$ cat src/rtl/s2c_arb_pkg.sv
// Shared types and defaults for the s2c command-channel arbiter.
package s2c_arb_pkg;

  typedef enum logic [0:0] {
    StIdle,
    StBusy
  } state_e;

  localparam int unsigned CntW       = 16;
  localparam int unsigned DefNumReq  = 4;
  localparam int unsigned DefDataW   = 32;
  localparam int unsigned DefTimeout = 255;

endpackage

$ cat src/rtl/s2c_arb_if.sv
// Bundle between the driver requesters (master) and the s2c arbiter (slave).
interface s2c_arb_if
  import s2c_arb_pkg::*;
#(
  parameter int unsigned NUM_REQ = DefNumReq,
  parameter int unsigned DATA_W  = DefDataW
);

  logic [NUM_REQ-1:0]        req;
  logic [NUM_REQ-1:0]        done;
  logic [NUM_REQ-1:0]        fin;
  logic [NUM_REQ*DATA_W-1:0] req_data;
  logic [NUM_REQ-1:0]        req_valid;
  logic [NUM_REQ-1:0]        req_ready;
  logic [NUM_REQ-1:0]        grant;
  logic [DATA_W-1:0]         ch_data;
  logic                      ch_valid;
  logic                      ch_ready;
  logic                      timeout_err;
  logic                      all_end;

  modport master (
    output req, done, fin, req_data, req_valid, ch_ready,
    input  req_ready, grant, ch_data, ch_valid, timeout_err, all_end
  );

  modport slave (
    input  req, done, fin, req_data, req_valid, ch_ready,
    output req_ready, grant, ch_data, ch_valid, timeout_err, all_end
  );

endinterface

$ cat src/rtl/rr_pick.sv
// Combinational round-robin picker: first set request after last_i, wrapping to 0.
module rr_pick #(
  parameter int unsigned NUM_REQ = 4,
  parameter int unsigned IdxW    = $clog2(NUM_REQ)
) (
  input  logic [NUM_REQ-1:0] req_i,
  input  logic [IdxW-1:0]    last_i,
  output logic [NUM_REQ-1:0] onehot_o,
  output logic [IdxW-1:0]    idx_o,
  output logic               any_o
);

  always_comb begin
    int unsigned c;
    onehot_o = '0;
    idx_o    = '0;
    any_o    = 1'b0;
    c        = 0;
    // Offset 1..NUM_REQ so last_i itself is the lowest priority.
    for (int unsigned i = 1; i <= NUM_REQ; i++) begin
      c = (32'(last_i) + i) % NUM_REQ;
      if (!any_o && req_i[IdxW'(c)]) begin
        any_o                = 1'b1;
        onehot_o[IdxW'(c)]   = 1'b1;
        idx_o                = IdxW'(c);
      end
    end
  end

endmodule

$ cat src/rtl/s2c_arb.sv
// Round-robin arbiter granting one driver at a time onto the shared s2c command channel.
module s2c_arb
  import s2c_arb_pkg::*;
#(
  parameter int unsigned NUM_REQ = DefNumReq,
  parameter int unsigned DATA_W  = DefDataW,
  parameter int unsigned TIMEOUT = DefTimeout
) (
  input logic     clk,
  input logic     rst,
  s2c_arb_if.slave bus
);

  localparam int unsigned IdxW = $clog2(NUM_REQ);

  state_e              state_q, state_d;
  logic [NUM_REQ-1:0]  grant_q, grant_d;
  logic [IdxW-1:0]     gidx_q, gidx_d;
  logic [IdxW-1:0]     last_q, last_d;
  logic [CntW-1:0]     cnt_q, cnt_d;
  logic                tout_q, tout_d;
  logic [NUM_REQ-1:0]  fin_q, fin_d;
  logic                all_end_q, all_end_d;

  logic [NUM_REQ-1:0]  pick_oh;
  logic [IdxW-1:0]     pick_idx;
  logic                pick_any;
  logic [DATA_W-1:0]   ch_data;

  rr_pick #(
    .NUM_REQ (NUM_REQ),
    .IdxW    (IdxW)
  ) u_rr_pick (
    .req_i    (bus.req),
    .last_i   (last_q),
    .onehot_o (pick_oh),
    .idx_o    (pick_idx),
    .any_o    (pick_any)
  );

  always_comb begin
    state_d   = state_q;
    grant_d   = grant_q;
    gidx_d    = gidx_q;
    last_d    = last_q;
    cnt_d     = cnt_q;
    tout_d    = 1'b0;
    fin_d     = fin_q | bus.fin;
    all_end_d = all_end_q | (&fin_d);

    unique case (state_q)
      StIdle: begin
        grant_d = '0;
        if (pick_any) begin
          grant_d = pick_oh;
          gidx_d  = pick_idx;
          cnt_d   = '0;
          state_d = StBusy;
        end
      end
      StBusy: begin
        cnt_d = cnt_q + 1'b1;
        // A done on the timeout edge wins, so no error is flagged for it.
        if (bus.done[gidx_q]) begin
          grant_d = '0;
          last_d  = gidx_q;
          state_d = StIdle;
        end else if (cnt_d == CntW'(TIMEOUT)) begin
          grant_d = '0;
          last_d  = gidx_q;
          state_d = StIdle;
          tout_d  = 1'b1;
        end
      end
    endcase
  end

  always_ff @(posedge clk or negedge rst) begin
    if (!rst) begin
      state_q   <= StIdle;
      grant_q   <= '0;
      gidx_q    <= '0;
      last_q    <= IdxW'(NUM_REQ - 1);
      cnt_q     <= '0;
      tout_q    <= 1'b0;
      fin_q     <= '0;
      all_end_q <= 1'b0;
    end else begin
      state_q   <= state_d;
      grant_q   <= grant_d;
      gidx_q    <= gidx_d;
      last_q    <= last_d;
      cnt_q     <= cnt_d;
      tout_q    <= tout_d;
      fin_q     <= fin_d;
      all_end_q <= all_end_d;
    end
  end

  // grant_q is non-zero only in BUSY, so it doubles as the channel mux select.
  always_comb begin
    ch_data = '0;
    for (int unsigned i = 0; i < NUM_REQ; i++) begin
      if (grant_q[i]) begin
        ch_data = ch_data | bus.req_data[i*DATA_W +: DATA_W];
      end
    end
  end

  assign bus.ch_data     = ch_data;
  assign bus.ch_valid    = |(grant_q & bus.req_valid);
  assign bus.req_ready   = grant_q & {NUM_REQ{bus.ch_ready}};
  assign bus.grant       = grant_q;
  assign bus.timeout_err = tout_q;
  assign bus.all_end     = all_end_q;

endmodule

$ cat src/flat_wrapper.sv
// flat-port wrapper written by rule: the top's interface ports become plain ports
module s2c_arb_flat import s2c_arb_pkg::*;
#(
  parameter int unsigned NUM_REQ = DefNumReq,
  parameter int unsigned DATA_W  = DefDataW,
  parameter int unsigned TIMEOUT = DefTimeout
)
  (clk, rst, bus_req, bus_done, bus_fin, bus_req_data, bus_req_valid, bus_ch_ready, bus_req_ready, bus_grant, bus_ch_data, bus_ch_valid, bus_timeout_err, bus_all_end);
  s2c_arb_if #(.NUM_REQ(NUM_REQ), .DATA_W(DATA_W)) bus_i ();
  input logic clk;
  input logic rst;
  input wire logic [$bits(bus_i.req)-1:0] bus_req;
  input wire logic [$bits(bus_i.done)-1:0] bus_done;
  input wire logic [$bits(bus_i.fin)-1:0] bus_fin;
  input wire logic [$bits(bus_i.req_data)-1:0] bus_req_data;
  input wire logic [$bits(bus_i.req_valid)-1:0] bus_req_valid;
  input wire logic [$bits(bus_i.ch_ready)-1:0] bus_ch_ready;
  output wire logic [$bits(bus_i.req_ready)-1:0] bus_req_ready;
  output wire logic [$bits(bus_i.grant)-1:0] bus_grant;
  output wire logic [$bits(bus_i.ch_data)-1:0] bus_ch_data;
  output wire logic [$bits(bus_i.ch_valid)-1:0] bus_ch_valid;
  output wire logic [$bits(bus_i.timeout_err)-1:0] bus_timeout_err;
  output wire logic [$bits(bus_i.all_end)-1:0] bus_all_end;
  assign bus_i.req = bus_req;
  assign bus_i.done = bus_done;
  assign bus_i.fin = bus_fin;
  assign bus_i.req_data = bus_req_data;
  assign bus_i.req_valid = bus_req_valid;
  assign bus_i.ch_ready = bus_ch_ready;
  assign bus_req_ready = bus_i.req_ready;
  assign bus_grant = bus_i.grant;
  assign bus_ch_data = bus_i.ch_data;
  assign bus_ch_valid = bus_i.ch_valid;
  assign bus_timeout_err = bus_i.timeout_err;
  assign bus_all_end = bus_i.all_end;
  s2c_arb #(.NUM_REQ(NUM_REQ), .DATA_W(DATA_W), .TIMEOUT(TIMEOUT)) u_core (.clk(clk), .rst(rst), .bus(bus_i));
endmodule
$ cat config.mk
export PLATFORM = sky130hd
export DESIGN_NAME = s2c_arb_flat
export DESIGN_NICKNAME = d
export VERILOG_FILES = /design/src/rtl/s2c_arb_pkg.sv /design/src/rtl/s2c_arb_if.sv /design/src/rtl/rr_pick.sv /design/src/rtl/s2c_arb.sv /design/src/flat_wrapper.sv
export SDC_FILE = /design/constraint.sdc
export NUM_CORES = 1
export LEC_CHECK = 0
export ABC_AREA = 1
export CORE_ASPECT_RATIO = 1.2
export CORE_MARGIN = 1
export CORE_UTILIZATION = 55
export DETAILED_ROUTE_END_ITERATION = 8
export DONT_BUFFER_PORTS = 1
export GPL_TIMING_DRIVEN = 0
export PLACE_DENSITY = 0.7
export RECOVER_POWER = 100
export SETUP_SLACK_MARGIN = 0.5
export SLEW_MARGIN = 20
export SYNTH_ARGS = -nofsm -noshare
export SYNTH_HDL_FRONTEND = slang
export SYNTH_SLANG_ARGS = --single-unit
$ cat constraint.sdc
create_clock -name clk -period 3.9 [get_ports clk]
set_input_delay 0.39 -clock clk [delete_from_list [all_inputs] [get_ports clk]]
set_output_delay 0.39 -clock clk [all_outputs]
set_load 0.05 [all_outputs]
==> results.yml, run 1 <==
run_status:
  status: "complete, but fails checks"
  violations: "capacitance limit, slew limit"
critical_path:
  cp_data_required_time_ps: 4110
  crit_fanout: 10
  cpPeakStageDelay_ps: 640
  worstPathArrival_ps: 3240
  crit_path_start: "u_core.last_q[0]$_DFFE_PN1P_"
  end_kind: "register"
  worst_r2r_startpoint: "u_core.last_q[0]$_DFFE_PN1P_"
  crit_path_cell_trace: "clkbuf_1, inv_1, ha_1, inv_1, o211ai_1, nand2_1, clkinv_1, nand2_2, nor2_4, nand2_2, nor2_1, inv_1, buf_6, o22ai_2"
  path_buf_inv: 6
  r2r_cells: 14
  cp_top_family: "buffers and inverters"
  path_common_cell: "inv_1"
  cp_slowest_cell: "dfstp_1"
  cp.depth: 14
  cp-start-kind: "register"
  critPathKind: "reg2reg"
logic_synthesis:
  synth-adder-area-share: 0.0422
  synth_cell_type_count: 30
  synth_top_area_frac: 0.295
  yosysSeqAreaShare: 0.263
  yosys.area_share.simple: 0.500
  syn_inst: 483
  synth_seq_cells: 31
  synth_nets: 640
  synth_mux_area_frac: 0
  synth_compound_area_frac: 0.105
  synth_area_leaders: "nand2_1 30%, dfrtp_1 24%, nand4_1 8.2%"
  yosysWarnings: 0
  synth_top_area_cell: "nand2_1"
  postSynthAreaPerCell_um2: 6.13
  netlist_area_um2: 2960
  synth_top_family_by_area: "simple AND/OR/NAND/NOR gates"
  synthXorXnorAreaFrac: 0.00296
cts:
  cts_buffers: 5
  root_buffer: "clkbuf_8"
  cts_tree: "built"
  clkTransAtPathRegs_ps: 70
  cts-resized-gates: 0
  cts_max_level: 2
  clock_latency_ps: 290
  numClockSinks: 31
  cts_buffer_depth: 2
placement:
  dp_slack_ps: 1420
  place.gp.congestion: 0.972
  place.port_buffers: 0
  dp_hpwl_um: 8460
floorplanning:
  die_w_um: 69
  die_height_um: 82.4
  io_pins: 190
  start_util: 0.587
  die-area_um2: 5690
  core_um2: 5040
  core.rowCount: 28
drt:
  firstDrtPassIters: 4
  postRouteAntennaNets: 0
  via_per_inst: 5.97
  drtIter0Drc: 186
  vias: 3307
  wl_per_cell_um: 18.6
  wl_um: 10300
  remaining_drc_errors: 0
hold_path:
  hp-class: "in2reg"
  worstHoldStart: "bus_fin[2]"
  min_delay_path_depth: 1
timing:
  setup_tns_ps: 0
  fin_crit_ps: 3020
  max_freq_mhz: 331
  worstMarginPinSlew_ps: 1700
  finClkSkew_ps: 13.2
  setup_viol: 0
  slew_headroom: -0.134
  hold_viol_final: 0
  fin_hold_ws_ps: 234
  slew_viol_final: 32
  rsz0062_at_grt: "no"
  layout_setup_ws_ps: 877
  min_period_over_period: 0.775
job:
  cap_violations: 1
pwr:
  cellInternalPower_mw: 0.813
  pwr-share-seq: 0.199
  power_density_nw_per_um2: 795
  switching_share: 0.670
  p_leak_nw: 1.34
  p_total_mw: 2.47
  pwr-share-comb: 0.698
  clock_power_share: 0.103
  p_switching_mw: 1.65
  ir_worst_vdd_v: 0.000574
layout:
  final_net_count: 649
  areaGrowthSynthToFinish_pct: 4.65
  final_layout_size_suffix_gt1_frac: 0.0933
  final_cell_mix: "236 x nand2_1, 39 x nand4_1, 39 x inv_1"
  layout_commonest_cell: "nand2_1"
grt:
  grt_start_max_net_pins: 32
  grt_pass1_vias: 3016
  grt_antenna_before_repair: 2
  grt_pass1_wl_um: 15200
  grt_use_total: 0.354
  overflow: 0
==> cell usage after synthesis <==
cell	instances
a211oi_1	1
dfrtp_1	29
nand2_2	10
nand2_1	233
nand4_1	39
nand2_4	2
nand3_1	19
a32oi_1	1
ha_1	10
o22ai_2	10
inv_2	6
and3_1	1
xor2_1	1
or2_2	2
nor2_2	4
nor2_1	21
a21oi_1	5
nor2_4	5
buf_6	2
o21ai_2	4
o211ai_2	1
o21ai_1	5
buf_2	1
o22ai_1	2
dfstp_2	2
clkbuf_1	17
inv_1	38
o21ai_0	10
a41o_1	1
nor3_1	1
==> worst paths after layout <==
check                                               end  slack [ps]
max                        u_core.cnt_q[12]$_DFFE_PN0P_         880
min                           u_core.fin_q[2]$_DFF_PN0_         230
max reg2reg                u_core.cnt_q[12]$_DFFE_PN0P_         880
min reg2reg                   u_core.fin_q[2]$_DFF_PN0_         460
max in group asynchronous     u_core.fin_q[1]$_DFF_PN0_        1770
min in group asynchronous   u_core.cnt_q[3]$_DFFE_PN0P_        1130
==> what timing repair did <==
| item | CTS | global route |
|---|---|---|
| hold buffers | 2 | 0 |
| buffers inserted | 0 | 0 |
| hold endpoints to repair | 31 | 0 |
| setup endpoints to repair | 0 | 0 |
==> state kept, by name (all words and copies together) (netlist names) <==
name                    cells
u_core.cnt_q               16
u_core.bus.timeout_err      1
u_core.bus.grant            4
u_core.last_q               2
u_core.bus.all_end          1
u_core.gidx_q               2
u_core.state_q              1
u_core.fin_q                4
==> per-layer routing <==
layer,part of all wire,track usage,wire [um],up-vias
li1,-,-,-,1575
met1,0.42,0.434,4290,1552
met2,0.45,0.567,4670,155
met3,0.12,0.166,1190,23
met4,0.015,0.0878,154,2
met5,0.0011,0,11,-
==> worst reg2reg max path, cell delays in order, from the launching register on <==
cell and delay [ps]:
dfstp_1 640, clkbuf_1 420, inv_1 200, ha_1 400, inv_1 70, o211ai_1 90, nand2_1 200, clkinv_1 100
nand2_2 70, nor2_4 90, nand2_2 70, nor2_1 200, inv_1 140, buf_6 180, o22ai_2 100
==> metrics by stage <==
| step | utilization | cells | cell area, um2 |
|---|---|---|---|
| after floorplan | - | 483 | 2960 |
| after global placement | 0.602 | 543 | 3040 |
| after detailed placement | 0.602 | 543 | 3040 |
| after CTS | 0.626 | 553 | 3160 |
| after global routing | 0.614 | 553 | 3100 |
| final | 0.615 | 554 | 3100 |
==> power by group through the flow <==
stage | combinational (mW) | clock [mW] | sequential (mW)
finish | 1.72 | 0.254 | 0.491
global route | 1.85 | 0.271 | 0.499
CTS | 1.74 | 0.257 | 0.494
detailed placement | 1.73 | 0 | 0.500
global placement | 1.71 | 0 | 0.498
floorplan | 1.49 | 0 | 0.484
==> cells by family after synthesis <==
logic type	after synthesis
AO/OA/AOI/OAI	40
XOR/XNOR	1
adder cells (fa/ha/maj)	10
buffers and inverters	64
flip-flops	31
AND/OR/NAND/NOR	337
==> layout make-up <==
class                      instances  area [um2]
sequential                        31         778
fill                             519        1940
clock buffer                       5        68.8
clock inverter                     3        20.0
antenna                            1        2.50
multi-input combinational        388        1890
timing repair buffer               2        13.8
inverter                          44         165
buffer                            20        83.8
tap                               60        75.1
Power figures use the tool's default switching activity.
==> run 2, diff against run 1 <==
Settings changed: ABC_AREA 1 to 0.
Clock period 3.9 ns to 3.1 ns, I/O delays scaled along.
==> results.yml, run 2 <==
run_status:
  status: "complete, but fails checks"
  violations: "capacitance limit, slew limit"
timing:
  slew_headroom: -0.170
  setup_viol: 0
  worstMarginPinSlew_ps: 1750
  max_freq_mhz: 357
  min_period_over_period: 0.903
  setup_tns_ps: 0
  fin_crit_ps: 2800
  finClkSkew_ps: 9.00
  hold_viol_final: 0
  rsz0062_at_grt: "no"
  slew_viol_final: 32
placement:
  place.gp.congestion: 0.851
  place_inst: 408
  postPlaceCellArea_um2: 3020
  dp_hpwl_um: 7780
  place.port_buffers: 0
floorplanning:
  die_w_um: 68.8
  core_um2: 5040
  start_util: 0.584
  die-area_um2: 5650
  core.rowCount: 28
  die_height_um: 82.1
  io_pins: 190
logic_synthesis:
  yosysSeqAreaShare: 0.264
  yosysMostFrequentCell: "a22oi_1"
  synth_top_area_frac: 0.246
  synth_nets: 505
  yosysWarnings: 0
  synth_seq_cells: 31
  synth_edf_count: 0
  synth_area_leaders: "dfrtp_1 25%, a22oi_1 18%, nand2_1 7.3%"
  synthTopCellsByCount: "70 x a22oi_1, 57 x nand2_1, 29 x dfrtp_1"
  syn_inst: 348
  synth-main-ff-cell: "dfrtp_1"
  postSynthAreaPerCell_um2: 8.46
  ys_async_sr_fraction: 1.00
  synth_cell_type_count: 66
  synth_top_area_cell: "dfrtp_1"
  netlist_area_um2: 2940
job:
  cap_violations: 1
drt:
  postRouteAntennaNets: 0
  vias: 2977
  remaining_drc_errors: 0
  via_per_inst: 6.86
  wl_um: 10100
  firstDrtPassIters: 5
  drtIter0Drc: 109
  wl_per_cell_um: 23.2
grt:
  grt_pass1_wl_um: 13300
  grt_use_total: 0.339
  overflow: 0
  grt_pass1_vias: 2439
  grt_antenna_before_repair: 0
  grt_start_max_net_pins: 32
layout:
  layout_commonest_cell: "a22oi_1"
  final_net_count: 528
  largest_register_ffs: 16
  final_layout_size_suffix_gt1_frac: 0.183
  fin_area_um2: 3250
  instances_no_fill: 434
  areaGrowthSynthToFinish_pct: 10.2
  largest-register: "u_core.cnt_q"
  final_cell_mix: "70 x a22oi_1, 55 x nand2_1, 29 x dfrtp_1"
cts:
  cts_buffers: 5
  root_buffer: "clkbuf_8"
  numClockSinks: 31
  cts_buffer_depth: 2
  cts_max_level: 2
  clkTransAtPathRegs_ps: 60
  cts_tree: "built"
  clock_latency_ps: 290
critical_path:
  end_kind: "primary output"
  worstPathArrival_ps: 2490
  cp_slowest_cell: "dfrtp_1"
  cp_data_required_time_ps: 2790
  crit_fanout: 10
  crit_path_cell_trace: "clkbuf_1, clkbuf_1, and2_0"
  critPathKind: "reg2out"
  path_common_cell: "clkbuf_1"
  cp_top_family: "buffers and inverters"
  path_buf_inv: 2
  cp-start-kind: "register"
  cpPeakStageDelay_ps: 670
pwr:
  power_density_nw_per_um2: 1070
  p_leak_nw: 1.32
  ir_worst_vdd_v: 0.000805
hold_path:
  hp-class: "in2reg"
[run 2: cell count changes in the layout (fill, tap and decap cells not counted), moves of 12 or more]
cell / before / now
buf_4: 0 / 15
inv_1: 39 / 4
a22oi_1: 0 / 70
nand4_1: 39 / 3
nor2_1: 24 / 12
nand3_1: 19 / 5
nand2_1: 236 / 55
[run 2: area by class of cell]
cell class	count	area, um2
inverter	6	26.3
clock buffer	7	76.3
buffer	35	193
timing repair buffer	16	111
multi-input combinational	276	1980
fill	468	1800
clock inverter	1	5.00
sequential	31	778
antenna	2	5.00
tap	60	75.1
[run 2: layer usage]
metal  global-route usage  vias up  share of wire
met4               0.0673        0         0.0096
met5                    0        -              0
li1                     -     1376              -
met3                0.104        8           0.11
met1                0.490     1447           0.41
met2                0.498      146           0.47
[run 2: path summary, 6_finish.rpt]
path	cells past startpoint	from	to	slack (ps)
setup / recovery	3	u_core.bus.grant[2]$_DFFE_PN0P_	bus_req_ready[2]	300
hold / removal	1	bus_fin[1]	u_core.fin_q[1]$_DFF_PN0_	150
setup reg to reg	9	u_core.last_q[1]$_DFFE_PN1P_	u_core.cnt_q[6]$_DFFE_PN0P_	410
hold reg to reg	1	u_core.fin_q[0]$_DFF_PN0_	u_core.fin_q[0]$_DFF_PN0_	450
max in group asynchronous	2	rst	u_core.cnt_q[10]$_DFFE_PN0P_	1060
min in group asynchronous	2	rst	u_core.cnt_q[4]$_DFFE_PN0P_	1010
[run 2: where the power goes]
group / switching, mW / internal [mW]
Combinational: 1.83 / 0.725
Sequential: 0.113 / 0.485
Clock: 0.151 / 0.157
Total: 2.09 / 1.37
[run 2: what timing repair did]
item | in CTS | in global routing
buffers inserted | 3 | 10
hold buffers | 2 | 0
cloned | 1 | 0
setup endpoints to repair | 55 | 44
gates resized for setup | 20 | 21
pin swaps | 1 | 2
hold endpoints to repair | 31 | 0
[run 2: kinds of logic (layout without fill, tap and decap cells)]
| group | count (synthesis) | after routing | synth area share |
|---|---|---|---|
| flops | 31 | 31 | 0.264 |
| buf+inv | 41 | 65 | 0.0697 |
| simple gates | 115 | 115 | 0.205 |
| xor+xnor | 13 | 13 | 0.0387 |
| fa+ha+maj | 10 | 10 | 0.0425 |
| other cells | 0 | 2 | 0 |
| mux | 10 | 10 | 0.0599 |
| compound gates | 128 | 128 | 0.320 |
[run 2: metrics by stage]
step / setup slack (ps) / utilization / hold slack, ps / total power [mW]
floorplan: 612 / - / 14.4 / 2.58
global placement: 334 / 0.598 / 15.0 / 2.88
detailed placement: 254 / 0.598 / 14.9 / 2.92
finish: 302 / 0.643 / 154 / 3.46
CTS: 510 / 0.635 / 149 / 3.33
global route: 243 / 0.642 / 139 / 3.68
